<file path="src/rtl/countdown_sequencer.sv">
// countdown_sequencer: MM:SS BCD countdown timer driven by a 1 Hz tick.
// One decrement ripples through the digits one per clock, using a single
// shared 4-bit subtractor, so a tick costs 1 to 4 STEP cycles.
//
// Control inputs are one-cycle strobes with no handshake: each of load,
// start, pause and tick is acted on at the rising edge where it is high and
// never stalls. Same-cycle priority is reset > load > pause > start > tick.
// A tick that cannot be served (arrives while a step is rippling) is
// dropped and reported on overrun.

// Shared 4-bit subtractor: minuend - subtrahend via two's complement add.
// carry=1 means no borrow, carry=0 means the minuend was smaller.
module countdown_sub4 (
    input  logic [3:0] minuend,
    input  logic [3:0] subtrahend,
    output logic [3:0] difference,
    output logic       carry
);
    logic [4:0] sum;

    assign sum        = {1'b0, minuend} + {1'b0, ~subtrahend} + 5'd1;
    assign difference = sum[3:0];
    assign carry      = sum[4];
endmodule

module countdown_sequencer #(
    parameter logic [3:0] SEC_TENS_MAX = 4'd5
) (
    input  logic        clk,
    input  logic        reset,
    input  logic        load,
    input  logic [15:0] load_value,
    input  logic        start,
    input  logic        pause,
    input  logic        tick,
    output logic [15:0] digits,
    output logic        running,
    output logic        busy,
    output logic        done,
    output logic        overrun,
    output logic [1:0]  dbg_state_o
);

    typedef enum logic [1:0] {
        ST_IDLE = 2'd0,
        ST_RUN  = 2'd1,
        ST_STEP = 2'd2,
        ST_DONE = 2'd3
    } state_t;

    state_t      state_q, state_d;
    logic [1:0]  idx_q, idx_d;
    logic [15:0] digits_q, digits_d;
    logic        pause_pend_q, pause_pend_d;
    logic        running_q, running_d;
    logic        busy_q, busy_d;
    logic        done_q, done_d;
    logic        overrun_q, overrun_d;

    logic [3:0]  sub_minuend;
    logic [3:0]  sub_diff;
    logic        sub_carry;
    logic [3:0]  wrap_val;
    logic [15:0] step_digits;

    // Clamp each loaded digit to its legal maximum.
    function automatic logic [15:0] saturate(input logic [15:0] v);
        logic [15:0] r;
        r = v;
        if (v[3:0]   > 4'd9)         r[3:0]   = 4'd9;
        if (v[7:4]   > SEC_TENS_MAX) r[7:4]   = SEC_TENS_MAX;
        if (v[11:8]  > 4'd9)         r[11:8]  = 4'd9;
        if (v[15:12] > 4'd9)         r[15:12] = 4'd9;
        return r;
    endfunction

    // The one subtractor in the design; the digit selected by idx feeds it.
    countdown_sub4 u_sub (
        .minuend    (sub_minuend),
        .subtrahend (4'd1),
        .difference (sub_diff),
        .carry      (sub_carry)
    );

    // Select the digit being visited and the value it wraps to on borrow.
    always_comb begin
        sub_minuend = digits_q[{idx_q, 2'b00} +: 4];
        wrap_val    = (idx_q == 2'd1) ? SEC_TENS_MAX : 4'd9;
    end

    // Digits after this STEP cycle's write: difference, or wrap on borrow.
    always_comb begin
        step_digits = digits_q;
        step_digits[{idx_q, 2'b00} +: 4] = sub_carry ? sub_diff : wrap_val;
    end

    // Next-state, datapath and registered-output logic.
    always_comb begin
        state_d      = state_q;
        idx_d        = idx_q;
        digits_d     = digits_q;
        pause_pend_d = pause_pend_q;
        overrun_d    = 1'b0;

        if (load) begin
            // load wins over everything but reset and aborts any ripple.
            digits_d     = saturate(load_value);
            state_d      = ST_IDLE;
            idx_d        = 2'd0;
            pause_pend_d = 1'b0;
        end else begin
            unique case (state_q)
                ST_IDLE: begin
                    if (start) begin
                        state_d = (digits_q != 16'h0000) ? ST_RUN : ST_DONE;
                    end
                end
                ST_RUN: begin
                    if (pause) begin
                        state_d = ST_IDLE;
                    end else if (tick) begin
                        state_d = ST_STEP;
                        idx_d   = 2'd0;
                    end
                end
                ST_STEP: begin
                    // A tick here cannot be served; drop it and flag it.
                    overrun_d = tick;
                    digits_d  = step_digits;
                    if (sub_carry) begin
                        // Ripple finished on this digit.
                        idx_d        = 2'd0;
                        pause_pend_d = 1'b0;
                        if (step_digits == 16'h0000) begin
                            state_d = ST_DONE;
                        end else if (pause_pend_q || pause) begin
                            state_d = ST_IDLE;
                        end else begin
                            state_d = ST_RUN;
                        end
                    end else if (idx_q == 2'd3) begin
                        // Borrow out of the top digit: only reachable if
                        // STEP was entered at zero; clamp to 00:00.
                        digits_d     = 16'h0000;
                        idx_d        = 2'd0;
                        pause_pend_d = 1'b0;
                        state_d      = ST_DONE;
                    end else begin
                        // Borrow: keep rippling into the next digit.
                        idx_d        = idx_q + 2'd1;
                        pause_pend_d = pause_pend_q | pause;
                    end
                end
                ST_DONE: begin
                    state_d = ST_IDLE;
                end
                default: begin
                    state_d = ST_IDLE;
                end
            endcase
        end

        // Status flags are registered copies of the state being entered.
        running_d = (state_d == ST_RUN) || (state_d == ST_STEP);
        busy_d    = (state_d == ST_STEP);
        done_d    = (state_d == ST_DONE);
    end

    // State and output registers with synchronous reset.
    always_ff @(posedge clk) begin
        if (reset) begin
            state_q      <= ST_IDLE;
            idx_q        <= 2'd0;
            digits_q     <= 16'h0000;
            pause_pend_q <= 1'b0;
            running_q    <= 1'b0;
            busy_q       <= 1'b0;
            done_q       <= 1'b0;
            overrun_q    <= 1'b0;
        end else begin
            state_q      <= state_d;
            idx_q        <= idx_d;
            digits_q     <= digits_d;
            pause_pend_q <= pause_pend_d;
            running_q    <= running_d;
            busy_q       <= busy_d;
            done_q       <= done_d;
            overrun_q    <= overrun_d;
        end
    end

    assign digits      = digits_q;
    assign running     = running_q;
    assign busy        = busy_q;
    assign done        = done_q;
    assign overrun     = overrun_q;
    assign dbg_state_o = state_q;

endmodule

</file>
<file path="config.mk">
export PLATFORM = sky130hd
export DESIGN_NAME = countdown_sequencer
export DESIGN_NICKNAME = d
export VERILOG_FILES = /design/src/rtl/countdown_sequencer.sv
export SDC_FILE = /design/constraint.sdc
export NUM_CORES = 1
export LEC_CHECK = 0
export ABC_AREA = 1
export CELL_PAD_IN_SITES_DETAIL_PLACEMENT = 1
export CELL_PAD_IN_SITES_GLOBAL_PLACEMENT = 2
export CORE_MARGIN = 5
export CORE_UTILIZATION = 27
export CTS_BUF_LIST = sky130_fd_sc_hd__clkbuf_8
export DETAILED_ROUTE_END_ITERATION = 10
export PLACE_DENSITY = 0.91
export SLEW_MARGIN = 20
export SYNTH_ARGS = -nofsm -noshare
export SYNTH_HDL_FRONTEND = slang
export SYNTH_SLANG_ARGS = --single-unit
</file>
<file path="constraint.sdc">
create_clock -name clk -period 3.65 [get_ports clk]
set_input_delay 0.73 -clock clk [delete_from_list [all_inputs] [get_ports clk]]
set_output_delay 0.73 -clock clk [all_outputs]
set_load 0.01 [all_outputs]
</file>
# After elaboration in Yosys (flattened, before gate mapping)
# Index checks and enable logic that the tools add are counted.
# W data, S select, Z words.
[op_classes]
add_sub_neg = 4
multipliers = 0
div_mod_pow = 0
magnitude_cmp = 4
eq_ne = 10
shifts = 3
mux = 28
n_bitwise = 2
reduce_logical = 10
[ops]
columns = ["operator", "n"]
rows = [
  ["$mux W16", 4],
  ["$mux W2", 12],
  ["$mux W4", 6],
  ["$bwmux W16", 1],
  ["$logic_not A16 Y1", 1],
  ["$reduce_bool A16 Y1", 1],
  ["$shift A4 B6 Y16 const A", 1],
  ["$shiftx A16 B5 Y4", 1],
  ["$shiftx A4 B6 Y16", 1],
  ["$gt A4 B4 Y1 const B", 3],
  ["$eq A2 B2 Y1 const B", 5],
  ["$pmux W2 S4", 1],
  ["$eq A2 B1 Y1 const B", 3],
  ["$neg A4 Y6", 1],
  ["$add A4 B4 Y5 const B", 1],
  ["$add A5 B1 Y5 const B", 1],
  ["$gt A4 B3 Y1 const B", 1],
  ["$ne A2 B2 Y1 const B", 2],
  ["$pmux W2 S2", 1],
  ["$reduce_bool A2 Y1", 2],
  ["$mux W1", 3],
  ["$reduce_and A3 Y1", 1],
  ["$reduce_or A3 Y1", 1],
  ["$add A2 B1 Y2 const B", 1],
  ["5 further kinds", 6],
]
[totals]
regBits = 25
latch_bits = 0
mem_bits_rw = 0
mem_bits_ro = 0
inputBits = 22
output_inout_bits = 22
wordCells = 69
n_memories = 0

# Logic depth before layout (Yosys ltp)
[depth]
word_depth = 13
ltp_mapped = 25

# By module
# From an unflattened synthesis, not the netlist that was laid out.
[hier_totals]
cells_unflattened = 321
hier_area_um2 = 1924.3
[modules_own_cells]
columns = ["module", "instances", "cells_per_inst", "area_each_um2", "seq_area_each_um2"]
rows = [
  ["countdown_sequencer", 1, 295, 1760.4, 500.5],
  ["countdown_sub4", 1, 26, 163.9, 0.0],
]

# Worst setup path before layout
# OpenSTA, ideal clock, no wires.
[synth_path]
path_kind = "register to register"
from = "register idx_q[0]"
to = "register running_q, in the netlist running"
setup_time_ns = 0.127
arrival_time_ns = 2.480
path_slack_ns = 1.042
stages_incl_launch_ff = 21
path_buffers = 2
path_cell_list = "dfxtp_1 > buf_6 > inv_2 > buf_6 > ha_1 > nor4_2 > nand3_1 > nand2_1 > clkinv_1 > nand2_1 > nor2_2 > nand2_1 > nor2_1 > nand3_1 > nand2_1 > nand2_1 > nand3_1 > nand2_1 > inv_1 > ha_1 > nor2_1"
[synth_between]
elab_chain_cells = 13
word_cells_on_any_way = 20
cone_classes = "3 x add/sub; 4 x eq/ne; 3 x shift; 8 x mux; 2 x reduce/logical"
[synth_rtl]
columns = ["element", "line", "source"]
rows = [
  ["start, declared", "52", "logic [1:0] idx_q, idx_d;"],
  ["start signal, assigned", "182", "idx_q <= idx_d;"],
  ["$shiftx A16 B5 Y4", "87", "sub_minuend = digits_q[{idx_q, 2'b00} +: 4];"],
  ["$add A4 B4 Y5", "21", "assign sum = {1'b0, minuend} + {1'b0, ~subtrahend} + 5'd1;"],
  ["$add A5 B1 Y5", "21", ""],
  ["$mux W4", "94", "step_digits[{idx_q, 2'b00} +: 4] = sub_carry ? sub_diff : wrap_val;"],
  ["$shiftx A4 B6 Y16", "94", ""],
  ["$bwmux W16", "94", ""],
  ["$logic_not A16 Y1", "134", "if (step_digits == 16'h0000) begin"],
  ["$mux W2", "134", ""],
  ["$mux W2 (*)", "130", "if (sub_carry) begin"],
  ["$pmux W2 S4 (*)", "112", "unique case (state_q)"],
  ["$mux W2 (*)", "105", "if (load) begin"],
  ["net state_d[1]", "51", "state_t state_q, state_d;"],
  ["$eq A2 B1 Y1 / $eq A2 B2 Y1 (equally long branches)", "164", "running_d = (state_d == ST_RUN) || (state_d == ST_STEP);"],
  ["$logic_or A1 B1 Y1 (*)", "164", ""],
  ["end signal, assigned", "185", "running_q <= running_d;"],
  ["end, declared", "55", "logic running_q, running_d;"],
]
# The timed path passes the listed nets; every way through them passes the cells marked *.
# A chain may end at the register's enable or synchronous reset.

# Worst setup path in the final report
# Ends and elaborated chain as after synthesis.

==> impl_results.rst <==
.. list-table::
   :header-rows: 1

   * - Metric
     - Value
   * - Status
     - complete, no violations
   * - Filler Cell Count
     - 902
   * - Root buffer selected by CTS
     - sky130_fd_sc_hd__clkbuf_8
   * - Post-Place Cell Area
     - 0.002454 mm^2
   * - Proportion of synthesized chip area in sequential cells
     - 25.99%
   * - Crit Path Max Fanout
     - 13
   * - Cell with the largest stage delay on the worst path
     - sky130_fd_sc_hd__nor4_2
   * - Die Outline Area
     - 0.008921 mm^2
   * - Cell type with the highest aggregate area in the netlist
     - sky130_fd_sc_hd__dfxtp_1
   * - Global-route usage over all layers
     - 15.54%
   * - Reg-to-reg critical path startpoint
     - idx_q[0]
   * - Most numerous cell types in the synthesized netlist
     - sky130_fd_sc_hd__nand2_1, sky130_fd_sc_hd__nor2_1, sky130_fd_sc_hd__inv_1
   * - CTS Hold Bufs
     - 0
   * - Time the final worst path needs with I/O delays and setup
     - 3.089 ns
   * - Setup Buffers After CTS
     - 0
   * - Sequence of cells on the critical path
     - inv_2, ha_1, clkinv_1, nor4_2, nand3_1, nand2_1, clkinv_1, nand2_1, nor2_2, nand2_1, nor2_1, nand3_1, nand2_1, nand2_1, nand3_1, nand2_1, inv_1, ha_1, nor2_1
   * - Clock sinks
     - 25
   * - Maximum clock rate
     - 323.8 MHz
   * - Clock-pin slew of the registers on the worst-case setup and hold paths
     - 0.09 ns
   * - Setup crit end kind
     - flip-flop
   * - Number of buffer and inverter instances along the worst setup path
     - 4
   * - Syn. warnings
     - 0
   * - Final core utilization
     - 36.39%
   * - Post-synth design cell area
     - 0.001926 mm^2
   * - Final count of pins violating max slew
     - 0
   * - Setup repair after global routing missed its margin
     - false
   * - Crit path DAT
     - 3.24 ns
   * - Summed area of non-filler cells in the final layout
     - 0.002500 mm^2
   * - Final setup violation count
     - 0
   * - Class of the worst hold path
     - flip-flop to flip-flop
   * - Net count, final
     - 377
   * - Fraction of post-synthesis cell area in the top cell type by area
     - 25.99%
   * - Net count of the mapped netlist
     - 333
   * - Avg Vias per Cell
     - 4.852
   * - Max-cap check violation count
     - 0
   * - Number of remaining DRC errors
     - 0
   * - DRC violation total after the first TritonRoute iteration
     - 72
   * - Delay-heaviest family, CP
     - simple AND/OR/NAND/NOR gates
   * - Number of global-route vias before repair
     - 2,280
   * - Min-Delay Startpoint
     - pause_pend_q
   * - Final hold violation count
     - 0
   * - Register bit total from synthesis
     - 25
   * - Cells after synthesis
     - 301
   * - Antenna violations before repair
     - 0
   * - Final clock period utilization by the worst path
     - 84.62%
   * - Placeable Area
     - 0.006869 mm^2
   * - Die span in y
     - 94.45 um
   * - Antenna diode count
     - 0
   * - Ratio of cells with drive above 1 in the final layout
     - 9.593%
   * - H-tree depth reported by CTS
     - 1
   * - Static leakage
     - 0.001045 uW
   * - Synth cell types
     - 29
   * - Number of iterations in the first detailed-routing pass
     - 4
   * - Maximum VDD drop
     - 117.5 uV
   * - Global placer's final weighted congestion
     - 0.8543
   * - Detailed-route wire length
     - 6650 um
   * - Synth async-reset ratio
     - 0%
   * - Longest individual stage delay on the worst path
     - 0.53 ns
   * - Wire length of the first global-routing pass
     - 11,030 um
   * - Setup CP Type
     - flip-flop to flip-flop
   * - Number of top-level design ports
     - 44
   * - Total negative slack
     - 0 ns
   * - Largest net degree at the start of global routing
     - 19
   * - Clock tree buffer depth
     - 2
   * - Clock tree skew after final layout
     - 0.001735 ns
   * - Sum of overflow across all layers after global routing
     - 0
   * - Starting density of the core
     - 28.03%
   * - Number of flops mapped to enable cells by yosys
     - 0
   * - Number of rows in the core area
     - 30
   * - Top cells by area in the synthesized netlist
     - sky130_fd_sc_hd__dfxtp_1, sky130_fd_sc_hd__nand2_1, sky130_fd_sc_hd__nor2_1
   * - Total CTS buffers
     - 3
   * - Count leader, synth
     - sky130_fd_sc_hd__nand2_1
   * - Headroom to the max-slew limit
     - 54.63%
   * - Half-perimeter wire length after placement
     - 5477 um
   * - Required arrival time at the worst endpoint
     - 3.80 ns
   * - Mean post-synth cell area
     - 6.397 um^2
   * - CP dominant cell by count
     - sky130_fd_sc_hd__nand2_1
   * - Quantity of gates resized following cts
     - 0
   * - Critical Path Start
     - idx_q[0]
   * - Transition at the pin with the smallest max-transition slack
     - 0.6781 ns
   * - Worst Setup Start Kind
     - flip-flop
   * - IO buf count
     - 43
   * - Residual antenna-violating net count after detailed routing
     - 0
   * - DR WL/cell
     - 15.11 um
   * - Ys flop type
     - sky130_fd_sc_hd__dfxtp_1
   * - Vias post-DR
     - 2,135
   * - TritonCTS clock tree
     - done
   * - Horizontal die dimension
     - 94.45 um
   * - Ratio of total power to cell area
     - 293.9 mW/mm^2
   * - Post-synthesis to final-layout area growth
     - 29.82%
   * - Skew-Pair Late Insertion Delay
     - 0.27 ns
registers in the layout (all words and copies together) (netlist names):
| signal | count |
|---|---|
| done | 1 |
| dbg_state_o | 2 |
| overrun | 1 |
| running | 1 |
| digits | 16 |
| busy | 1 |
| pause_pend_q | 1 |
| idx_q | 2 |
per-layer routing:
layer  part of all wire (%)  up-vias  track usage [%]
met3                    2.8        9            1.275
met2                     49       38            26.71
met4                    1.7        0            4.928
met5                      0        -                0
li1                       -     1077                -
met1                     47     1011            20.56
path summary, 6_finish.rpt:
kind / endpoint / slack [ns] / cells past startpoint
hold / removal: pause_pend_q / 0.51 / 2
setup / recovery: running / 0.56 / 19
setup reg to reg: running / 0.56 / 19
hold reg to reg: pause_pend_q / 0.51 / 2
report_power, final:
part / internal, uW / leakage (uW) / total (uW) / switching (uW)
sequential: 290 / 0.000205 / 316 / 26.7
clock: 76.6 / 0.0000255 / 171 / 94.7
combinational: 105 / 0.000815 / 247 / 142
cells in the final DEF (no fill, tap or decap), drive strengths merged, types with 3 or more instances in the layout:
cell / synthesis / layout
a21oi: 9 / 9
o21ai: 22 / 22
buf: 3 / 3
nand3: 28 / 28
clkinv: 3 / 4
inv: 40 / 40
nand2: 84 / 84
nor2: 38 / 38
ha: 10 / 10
nand4: 9 / 9
a31oi: 14 / 14
clkdlybuf4s50: 0 / 43
nor4: 6 / 6
clkbuf: 4 / 3
dfxtp: 25 / 25
final cells by class:
cell class	instances	area (um^2)	area share, %
clock inverter	1	5.005	0.2002
tap	96	120.1	4.805
timing repair buffer	46	452.9	18.12
sequential	25	500.5	20.02
inverter	43	161.4	6.456
multi-input combinational	226	1219	48.75
clock buffer	3	41.29	1.652
cells by family (layout without fill, tap and decap cells):
family	after synthesis	count (layout)	share of synthesized area [%]
adder cells (fa/ha/maj)	10	10	6.498
AO/OA/AOI/OAI	49	49	14.75
buffers and inverters	50	93	10.72
AND/OR/NAND/NOR	167	167	42.04
flip-flops	25	25	25.99
through the flow:
stage | power (uW) | hold slack, ns | instances | setup WS (ns)
4_1_cts | 744.0 | 0.5099 | 440 | 0.5533
6_report | 734.7 | 0.5059 | 440 | 0.5614
3_5_place_dp | 571.1 | 0.4961 | 436 | 0.5901
3_3_place_gp | 565.4 | 0.4917 | 436 | 0.6620
5_1_grt | 780.4 | 0.5732 | 440 | 0.2886
2_1_floorplan | 460.6 | 0.4775 | 301 | 1.042
tightest hold or removal path: stages, from the launching register on:
cell and delay (ns):
sky130_fd_sc_hd__dfxtp_1 0.32, sky130_fd_sc_hd__nor2_1 0.10, sky130_fd_sc_hd__nor4_1 0.05
Note: power is estimated with default switching activity, not from simulation.
